## src/rtl/writeback.sv

```systemverilog
// -----------------------------------------------------------------------------
// writeback
//   Final pipeline stage. Accepts retiring instructions from the memory stage
//   through a valid/ready handshake and holds them in a 2-entry FIFO. The head
//   entry retires in order, at most one per cycle, when the commit sink is
//   ready. Each retirement produces one commit record and, if the instruction
//   writes a non-x0 register, one register-file write. Retired instructions
//   are counted.
//
// Optional feature (macro WB_FORWARD_EN):
//   Adds fwd_ra / fwd_hit / fwd_data. Decode can then bypass results that are
//   still buffered here and not yet written to the register file.
//
// Ports
//   clk            clock, all state on posedge
//   reset          asynchronous reset, active low
//   in_valid       memory stage offers an instruction
//   in_ready       buffer not full (depends on registered state only)
//   in_pc          pc of the offered instruction
//   in_instr       raw instruction word
//   in_regwrite    instruction writes a register
//   in_dst         destination register
//   in_result      value to write
//   commit_ready   commit sink accepts a record this cycle
//   commit_valid   head entry is presented for retirement
//   commit_pc      pc of the head entry (0 when empty)
//   commit_instr   instruction word of the head entry (0 when empty)
//   wen / wa / wd  register-file write port (wa/wd are 0 when wen is low)
//   fwd_ra         [WB_FORWARD_EN] register decode wants to read
//   fwd_hit        [WB_FORWARD_EN] a buffered entry will write fwd_ra
//   fwd_data       [WB_FORWARD_EN] result of the youngest such entry
//   retired        commits since reset, wraps silently
// -----------------------------------------------------------------------------
module writeback #(
  parameter int DEPTH = 2,   // only 2 is supported: pointers are 1 bit
  parameter int CNT_W = 64
) (
  input  logic             clk,
  input  logic             reset,
  input  logic             in_valid,
  output logic             in_ready,
  input  logic [63:0]      in_pc,
  input  logic [31:0]      in_instr,
  input  logic             in_regwrite,
  input  logic [4:0]       in_dst,
  input  logic [63:0]      in_result,
  input  logic             commit_ready,
  output logic             commit_valid,
  output logic [63:0]      commit_pc,
  output logic [31:0]      commit_instr,
  output logic             wen,
  output logic [4:0]       wa,
  output logic [63:0]      wd,
`ifdef WB_FORWARD_EN
  input  logic [4:0]       fwd_ra,
  output logic             fwd_hit,
  output logic [63:0]      fwd_data,
`endif
  output logic [CNT_W-1:0] retired
);

  typedef struct packed {
    logic [63:0] pc;
    logic [31:0] instr;
    logic        regwrite;
    logic [4:0]  dst;
    logic [63:0] result;
  } entry_t;

  entry_t           mem_q [DEPTH];
  logic             head_q;
  logic             tail_q;
  logic [1:0]       count_q;
  logic [CNT_W-1:0] retired_q;

  entry_t head_e;
  logic   push;
  logic   fire;

  // Full/empty come straight from the registered count, so in_ready has no
  // combinational path from commit_ready.
  assign in_ready     = (count_q != 2'(DEPTH));
  assign commit_valid = (count_q != 2'd0);
  assign push         = in_valid & in_ready;
  assign fire         = commit_valid & commit_ready;
  assign head_e       = mem_q[head_q];
  assign retired      = retired_q;

  // NOTE: the payload storage has no reset. Validity is tracked entirely by
  // count_q, and every output derived from it is gated to 0 while empty, so
  // resetting the wide data registers would add nothing but reset fan-out.
  always_ff @(posedge clk) begin
    if (push) begin
      mem_q[tail_q] <= '{pc:       in_pc,
                         instr:    in_instr,
                         regwrite: in_regwrite,
                         dst:      in_dst,
                         result:   in_result};
    end
  end

  // NOTE: sequential state uses non-blocking assignments only, so every
  // register samples the pre-edge values regardless of statement order.
  always_ff @(posedge clk or negedge reset) begin
    if (!reset) begin
      head_q    <= 1'b0;
      tail_q    <= 1'b0;
      count_q   <= 2'd0;
      retired_q <= '0;
    end else begin
      if (push) tail_q <= ~tail_q;
      if (fire) begin
        head_q    <= ~head_q;
        retired_q <= retired_q + 1'b1;
      end
      // Simultaneous push and fire leaves the occupancy unchanged.
      case ({push, fire})
        2'b10:   count_q <= count_q + 2'd1;
        2'b01:   count_q <= count_q - 2'd1;
        default: count_q <= count_q;
      endcase
    end
  end

  // NOTE: every output of a combinational block gets a default first, so no
  // path through the block can leave it unassigned and infer a latch.
  always_comb begin
    commit_pc    = '0;
    commit_instr = '0;
    wen          = 1'b0;
    wa           = '0;
    wd           = '0;
    if (commit_valid) begin
      commit_pc    = head_e.pc;
      commit_instr = head_e.instr;
    end
    // x0 writes still retire and count, they just never reach the regfile.
    if (fire && head_e.regwrite && (head_e.dst != 5'd0)) begin
      wen = 1'b1;
      wa  = head_e.dst;
      wd  = head_e.result;
    end
  end

`ifdef WB_FORWARD_EN
  // With two entries buffered the non-head slot is the younger one and wins;
  // otherwise only the head slot holds a live entry.
  entry_t young_e;
  assign young_e = mem_q[~head_q];

  always_comb begin
    fwd_hit  = 1'b0;
    fwd_data = '0;
    if (fwd_ra != 5'd0) begin
      if (count_q == 2'd2 && young_e.regwrite && young_e.dst == fwd_ra) begin
        fwd_hit  = 1'b1;
        fwd_data = young_e.result;
      end else if (commit_valid && head_e.regwrite && head_e.dst == fwd_ra) begin
        fwd_hit  = 1'b1;
        fwd_data = head_e.result;
      end
    end
  end
`endif

endmodule
```

## config.mk

```make
export PLATFORM = sky130hd
export DESIGN_NAME = writeback
export DESIGN_NICKNAME = d
export VERILOG_FILES = /design/src/rtl/writeback.sv
export SDC_FILE = /design/constraint.sdc
export NUM_CORES = 1
export LEC_CHECK = 0
export ABC_AREA = 1
export BUFFER_PORTS_ARGS = -buffer_cell sky130_fd_sc_hd__buf_2
export CAP_MARGIN = 40
export CORE_UTILIZATION = 29
export DETAILED_ROUTE_END_ITERATION = 10
export PLACE_DENSITY = 0.46
export RECOVER_POWER = 100
export SLEW_MARGIN = 30
export SYNTH_ARGS = -nofsm -noshare
export SYNTH_HDL_FRONTEND = slang
export SYNTH_SLANG_ARGS = --single-unit
```

## constraint.sdc

```tcl
create_clock -name clk -period 10.57 [get_ports clk]
set_input_delay 0 -clock clk [delete_from_list [all_inputs] [get_ports clk]]
set_output_delay 0 -clock clk [all_outputs]
set_load 0.01 [all_outputs]
```

== After elaboration in Yosys (flattened, before gate mapping) ==
Memories as Yosys holds them, arrays and structs flattened.
Index checks and enable logic that the tools add are counted.

* Reduce and logical (&&, ||, !) cells: 5
* Bitwise operators: 4
* Multiplexer cells: 8
* Add/subtract/negate cells: 3
* Equality and inequality tests: 3

{| class="wikitable"
|+ Operator list
! kind !! count
|-
| $mux W64 || 2
|-
| $add A64 B1 Y64 const B || 1
|-
| $mux W32 || 1
|-
| $mux W5 || 1
|-
| $reduce_bool A5 Y1 || 1
|-
| $pmux W2 S2 || 1
|-
| $reduce_bool A2 Y1 || 2
|-
| $mux W1 || 3
|-
| $add A2 B1 Y2 const B || 1
|-
| $and A1 B1 Y1 || 2
|-
| $eq A2 B1 Y1 const B || 1
|-
| $eq A2 B2 Y1 const B || 1
|-
| $logic_and A1 B1 Y1 || 2
|-
| $ne A2 B2 Y1 const B || 1
|-
| $not A1 Y1 || 2
|-
| $sub A2 B1 Y2 const B || 1
|}

* Input bits: 170
* Register bits: 68
* Output and inout port bits: 232
* Memories: 1
* Memory bits (writable): 332
* Logic and storage cells: 28

{| class="wikitable"
|+ Memory list
! name !! words !! width !! read ports !! clocked after Yosys merged registers in !! wr ports !! line !! text
|-
| mem_q || 2 || 166 || 1 || 0 || 1 || 70 || <nowiki>entry_t mem_q [DEPTH];</nowiki>
|}

== Logic depth before layout (Yosys ltp) ==
Gate-level depths: netlist of run 1.

* Depth after elaboration: 5
* Depth in mapped cells: 11
* Gate-level depth less buffers: 11

== Least setup slack after synthesis of run 1 ==
Ideal clock, no wire load.

* Path type: register to register
* Start: register count_q[1]
* End: memory mem_q[1][0] in the netlist's numbering (enable)
* Slack: 2276 ps
* Required time: 9875 ps
* Setup time: 695 ps
* Arrival time: 7599 ps
* Path buffers: 0
* Stages on the path, launching flop included: 5
* Cell sequence: dfrtp_1 > inv_1 > or2_2 > nand2_1 > nor2_1

* Word-level cells in the longest chain between the ends: 4

{| class="wikitable"
|+ RTL lines
! element !! line !! text
|-
| from (decl) || 73 || <nowiki>logic [1:0] count_q;</nowiki>
|-
| from (signal assigned) || 118 || <nowiki>2'b10: count_q <= count_q + 2'd1;</nowiki>
|-
| from (signal assigned) || 119 || <nowiki>2'b01: count_q <= count_q - 2'd1;</nowiki>
|-
| from (signal assigned) || 120 || <nowiki>default: count_q <= count_q;</nowiki>
|-
| $ne A2 B2 Y1 || 82 || <nowiki>assign in_ready = (count_q != 2'(DEPTH));</nowiki>
|-
| net in_ready || 41 || <nowiki>output logic in_ready,</nowiki>
|-
| $and A1 B1 Y1 || 84 || <nowiki>assign push = in_valid & in_ready;</nowiki>
|-
| $mux W1 || 93 || <nowiki>if (push) begin</nowiki>
|-
| $mux W1 (not written as such) || 94 || <nowiki>mem_q[tail_q] <= '{pc: in_pc,</nowiki>
|-
| to (decl) || 70 ||
|}

The timed path passes the listed nets, and every way through them passes these cells.

== Worst setup path in the final report of run 1 ==
* Start: register head_q
* End: output port wd[60]

* Word-level cells in the longest chain between the ends: 4
* Elaborated cells between the ends (all ways): 5
* Those cells by class: 1 x mux; 3 x reduce/logical; 1 x memory

{| class="wikitable"
|+ RTL lines
! element !! line !! text
|-
| from (decl) || 71 || <nowiki>logic head_q;</nowiki>
|-
| from (signal assigned) || 113 || <nowiki>head_q <= ~head_q;</nowiki>
|-
| $mem_v2 Z2 W166 (*) || -- ||
|-
| $reduce_bool A5 Y1 or $logic_and A1 B1 Y1 (tied branches) || 138 || <nowiki>if (fire && head_e.regwrite && (head_e.dst != 5'd0)) begin</nowiki>
|-
| $logic_and A1 B1 Y1 || 138 ||
|-
| $mux W64 (*) || 138 ||
|-
| to (decl) || 53 || <nowiki>output logic [63:0] wd,</nowiki>
|}

Every way passes the cells marked *; elsewhere a longest branch is shown, timed or not.

==> reports/metrics.cfg, run 1 <==
[pwr]
pwr-share-comb_pct = 29.5
vdd_drop_max_uv = 154
power_frac_seq_pct = 41.5
switching_share_pct = 34.4
power_density_mw_per_mm2 = 245
p_int_mw = 3.50
power.clock.fraction_pct = 29.0
p_switching_mw = 1.84
leakage_nw = 8.16

[worst_setup_path]
crit_family = buffers and inverters
critPathMaxFanout = 65
worstPathArrival_ns = 6.17
crit_type = flop to output port
worst-path-buf-inv = 3
required_ns = 10.57
cp-end-kind = output port
worstPathCellList = clkinvlp_2 > or2_1 > o21a_1 > nor2_1 > nand4_1 > nand2_1 > clkbuf_1 > nor2_1 > clkbuf_1
cpPeakStageDelay_ns = 1.90
cp_slowest_cell = clkbuf_1
cp-start-kind = flop

[cts]
h-tree-depth = 2
clock-root-buffer = clkbuf_16
cts_resized = 0
cts.sinks = 400
clock_latency_ns = 0.58
clockBufferDepth = 3
clk_pin_slew_ns = 0.06
numCtsBuffers = 47
cts_setup_buffers = 0
cts_tree = yes

[synth]
synth_mux_area_share_pct = 4.13
synthXorXnorAreaFrac_pct = 2.59
yosysTopAreaCell = edfxtp_1
synthCells = 1339
ys_warn_count = 0
ys_seq_area_share_pct = 71.9
ys_types = 30
synth-simple-area-share_pct = 15.1
syn_area_mm2 = 0.0162
synth_top_area_share_pct = 61.4
yosys_register_bits = 400
synth_area_per_cell_um2 = 12.1
synthAdderAreaFrac_pct = 0.154
synth_area_leaders = edfxtp_1, dfrtp_1, nand2_1, mux2i_1, nor2_1
synth_compound_area_share_pct = 3.28
syn_nets = 1511
synth_top_family_by_area = simple AND/OR/NAND/NOR gates

[place]
gp_congestion = 0.877
dp.final_hpwl_mm = 31.8
io_buffers = 401

[drt]
vias = 11900
drc = 0
wl_per_cell_um = 17.1
drt_iter0_markers = 654
wl_mm = 46.3
avgViaCountPerCell = 4.38
first_pass_iters = 5
ant_nets = 0

[floorplan]
start_util_pct = 29.4
die-area_mm2 = 0.0569
coreArea_mm2 = 0.0552
rows = 86
dieHeight_um = 239
io_pins = 402
die_w_um = 239

[sta]
min_period_over_period_pct = 58.4
grt_setup_unrepaired = no
tightest_slew_ns = 4.79
tns_ns = 0
max_clock_freq_mhz = 162
period_minus_slack_ns = 6.17
setup_viol = 0
slew_viol_final = 538
relSlewSlack_pct = -219
whs_ns = 0.143
final_hold_viol_count = 0
clock_skew_ns = 0.0145

[grt]
grtUsageMet2_pct = 26.8
top_usage_layer = met2
grt_max_degree = 91
grt_pass1_wl_mm = 69.3
grtUsageMet3_pct = 4.36
gr-usage-all-layers_pct = 15.9
overflow = 0
antenna_found_initial = 3
met1_usage_pct = 19.4
grt_pass1_vias = 12100

[outcome]
status = finished, violations left
violations = capacitance limit, slew limit

[final_layout]
synthToLayoutAreaGrowth_pct = 34.3
drive_above_1_share_pct = 7.43
final_nets = 2100

[flow_run]
drv_cap = 11

[min_path]
min_path_type = input port to flop

## power by group through the flow
stage          Combinational [mW]  Clock (mW)  Sequential, mW
3_5_place_dp                 1.65           0            2.23
6_report                     1.58        1.55            2.22
5_1_grt                      1.74        1.65            2.25
2_1_floorplan               0.931           0            2.27
4_1_cts                      1.71        1.60            2.20
3_3_place_gp                 1.61           0            2.23
## cell families after synthesis
family	Yosys count
multiplexers	67
AO/OA/AOI/OAI	106
XOR/XNOR	48
buffers and inverters	112
AND/OR/NAND/NOR	604
adder cells (fa/ha/maj)	2
flip-flops	400
## registers in the layout (all words and copies together), names as in the netlist
register and count:
mem_q 332, retired 64, count_q 2, head_q 1, tail_q 1
## cell type report
| cell class | count | area (µm²) |
|---|---|---|
| fillers | 5539 | 33400 |
| flip-flops and latches | 400 | 11700 |
| multi-input cells | 827 | 4060 |
| repair buffers | 587 | 3420 |
| clock buffers | 65 | 1290 |
| well taps | 748 | 936 |
| inverters | 65 | 245 |
| clock inverters | 21 | 190 |
| diodes | 1 | 2.50 |
## final timing paths
check / cells past startpoint / endpoint / slack (ns) / startpoint
worst max register to register: 6 / mem_q[0][61] / 4.54 / count_q[1]
worst min-delay path: 2 / mem_q[1][148] / 0.14 / in_pc[46]
worst max-delay path: 9 / wd[60] / 4.40 / head_q
worst min register to register: 1 / retired[27] / 0.53 / retired[27]
max in group asynchronous: 5 / retired[8] / 6.81 / reset
min in group asynchronous: 4 / retired[48] / 1.21 / reset
## per-stage QoR
step / setup slack, ns / utilization, % / total power [mW] / std cells / cell area, µm²
5_1_grt: 3.75 / 39.5 / 5.64 / 2714 / 21800
3_3_place_gp: 7.59 / 34.5 / 3.84 / 2450 / 19100
4_1_cts: 7.06 / 40.6 / 5.50 / 2712 / 22400
3_5_place_dp: 7.71 / 34.8 / 3.87 / 2456 / 19200
2_1_floorplan: 2.28 / - / 3.20 / 1339 / 16200
6_report: 4.40 / 39.5 / 5.34 / 2714 / 21800
## layout by cell type (no fill, tap or decap), types with 19 or more instances in the layout
cell,netlist,layout
clkbuf_16,0,49
xnor2_1,20,20
clkbuf_1,19,349
xor2_1,28,28
mux2i_1,67,67
a21oi_1,98,98
nand3_1,34,34
nand4_1,19,19
inv_1,63,64
edfxtp_1,332,332
buf_2,16,77
dfrtp_1,68,68
nor2_1,170,177
dlygate4sd3_1,0,170
nand2_1,350,350
## Yosys cell counts (all sizes together)
library cell  count
nor2            178
and2              2
o21a              1
nand3b            5
edfxtp          332
nor4              1
and3              1
nand2           350
o21ai             7
mux2i            67
dfrtp            68
ha                2
nor3             12
or2               2
inv              65
xnor2            20
nand4            19
xor2             28
a21oi            98
nand3            34
clkbuf           19
buf              28
## metal layers
metal	part of all wire [%]	vias to the layer above	wire, µm
met5	0.058	-	27
met4	2.8	4	1290
met3	6.9	73	3220
met2	49	347	22900
met1	41	5701	18900
li1	-	5767	-
## what timing repair did
action	CTS	global route
hold buffers	170	0
setup endpoints to repair	0	0
hold endpoints to repair	413	0
Power figures use the tool's default switching activity.
==> run 2, diff against run 1 <==
--- a/config.mk
+++ b/config.mk
@@ -10,7 +10,7 @@
 export CAP_MARGIN = 40
 export CORE_UTILIZATION = 29
 export DETAILED_ROUTE_END_ITERATION = 10
-export PLACE_DENSITY = 0.46
+export PLACE_DENSITY = 0.47
 export RECOVER_POWER = 100
 export SLEW_MARGIN = 30
 export SYNTH_ARGS = -nofsm -noshare
==> constraint.sdc (replaced) <==
create_clock -name clk -period 5.5 [get_ports clk]
set_input_delay 0 -clock clk [delete_from_list [all_inputs] [get_ports clk]]
set_output_delay 0 -clock clk [all_outputs]
set_load 0.01 [all_outputs]
==> reports/metrics.cfg, run 2 (synthesized netlist as in run 1, its figures left out) <==
[place]
io_buffers = 401
dp.final_hpwl_mm = 31.9
dp_slack_ns = 2.03
placed_area_mm2 = 0.0192
gp_congestion = 0.867

[final_layout]
stdcell_area_mm2 = 0.0218
synthToLayoutAreaGrowth_pct = 34.5
regArea_mm2 = 0.0117
final_nets = 2096
multi_input_area_mm2 = 0.00406
drive_above_1_share_pct = 8.62
final_cell_mix = nand2_1, edfxtp_1, clkbuf_1
layout_commonest_cell = nand2_1
fill_cells = 5502
regMostFlops = mem_q
largest_reg_flops = 332

[pwr]
power.clock.fraction_pct = 29.9
switching_share_pct = 34.7
power_density_mw_per_mm2 = 469
power_frac_seq_pct = 40.9
p_int_mw = 6.69
pwr-share-comb_pct = 29.2
vdd_drop_max_uv = 326
p_switching_mw = 3.55
leakage_nw = 8.21

[floorplan]
die-area_mm2 = 0.0569
rows = 86
coreArea_mm2 = 0.0552
start_util_pct = 29.4
die_w_um = 239
io_pins = 402
dieHeight_um = 239

[sta]
grt_setup_unrepaired = no
setup_viol = 0
tns_ns = 0
clock_skew_ns = 0.0199
layout_setup_ws_ns = 1.07
tightest_slew_ns = 2.58
min_period_over_period_pct = 80.6
whs_ns = 0.136
final_hold_viol_count = 0
relSlewSlack_pct = -71.7
max_clock_freq_mhz = 226
slew_viol_final = 348
period_minus_slack_ns = 4.43

[worst_setup_path]
startpoint = head_q
reg2reg_to = mem_q[0][57]
required_ns = 5.50
r2r_cells = 5
reg2reg_slack_ns = 1.24
worstPathArrival_ns = 4.43
cp-start-kind = flop
r2r-start = count_q[1]
endpoint = commit_pc[28]
critPathMaxFanout = 61
crit_type = flop to output port
cp-end-kind = output port

[cts]
clk_pin_slew_ns = 0.06
clock_latency_ns = 0.58
clockBufferDepth = 3
cts_setup_buffers = 0
h-tree-depth = 2
cts.sinks = 400
cts_tree = yes
clock-root-buffer = clkbuf_16
numCtsBuffers = 46

[grt]
overflow = 0
antenna_found_initial = 3
grt_pass1_wl_mm = 70.0
grt_pass1_vias = 12000
grt_max_degree = 90
gr-usage-all-layers_pct = 16.1

[drt]
met2_length_mm = 23.2
ant_nets = 0
m1WireLength_mm = 19.6
met3WireLength_mm = 3.06
vias = 12000
top_layer = met5
first_pass_iters = 5
avgViaCountPerCell = 4.43
wl_per_cell_um = 17.4
drt_iter0_markers = 585
drc = 0
wl_mm = 47.2

[flow_run]
drv_cap = 7

[outcome]
violations = capacitance limit, slew limit
status = finished, violations left

[min_path]
min_path_type = input port to flop

run 2: final cells by class:
class                   instances  area share [%]
repair buffers                584            15.5
diodes                          1          0.0115
flip-flops and latches        400            53.5
clock inverters                33            1.46
clock buffers                  52            5.52
multi-input cells             827            18.6
inverters                      65            1.12
well taps                     748            4.29
run 2: worst min path at each step:
stage	cells after the start	to	from	slack, ns
4_1_cts	3	retired[34]	reset	0.01
2_1_floorplan	0	count_q[0]	reset	-0.30
5_1_grt	2	mem_q[0][141]	in_pc[39]	0.10
3_5_place_dp	2	retired[51]	reset	0.11
6_report	2	mem_q[1][124]	in_pc[22]	0.14
3_3_place_gp	1	mem_q[0][33]	in_result[33]	0.19
run 2: timing repair:
item,in CTS,in global routing
hold buffers,169,0
hold endpoints to repair,405,0
endpoints found under the setup margin,0,0
gates resized for setup,0,0
run 2: per-stage QoR:
stage,utilization [%],power [mW],cells
detailed placement,34.7,7.38,2455
CTS,40.6,10.6,2709
floorplan,-,6.07,1339
finish,39.6,10.2,2710
global placement,34.6,7.37,2453
global route,39.6,10.8,2710
run 2: critical path: stages, from the launching register on:
cell      delay (ns)
dfrtp_4         0.41
clkbuf_2        1.01
buf_6           0.72
clkbuf_2        1.04
nand2_1         0.11
a21oi_1         0.25
clkbuf_1        0.20
run 2: power groups by stage:
stage | clock network, mW | logic, mW | registers, mW
after floorplan | 0 | 1.79 | 4.28
after global routing | 3.27 | 3.30 | 4.24
after CTS | 3.15 | 3.28 | 4.17
final | 3.06 | 2.99 | 4.19
after detailed placement | 0 | 3.16 | 4.22
after global placement | 0 | 3.15 | 4.22
run 2: routing by layer:
metal	GRT usage, %	up-vias
li1	-	5771
met2	27.1	388
met5	0	-
met3	3.87	82
met4	5.54	4
met1	20.2	5749
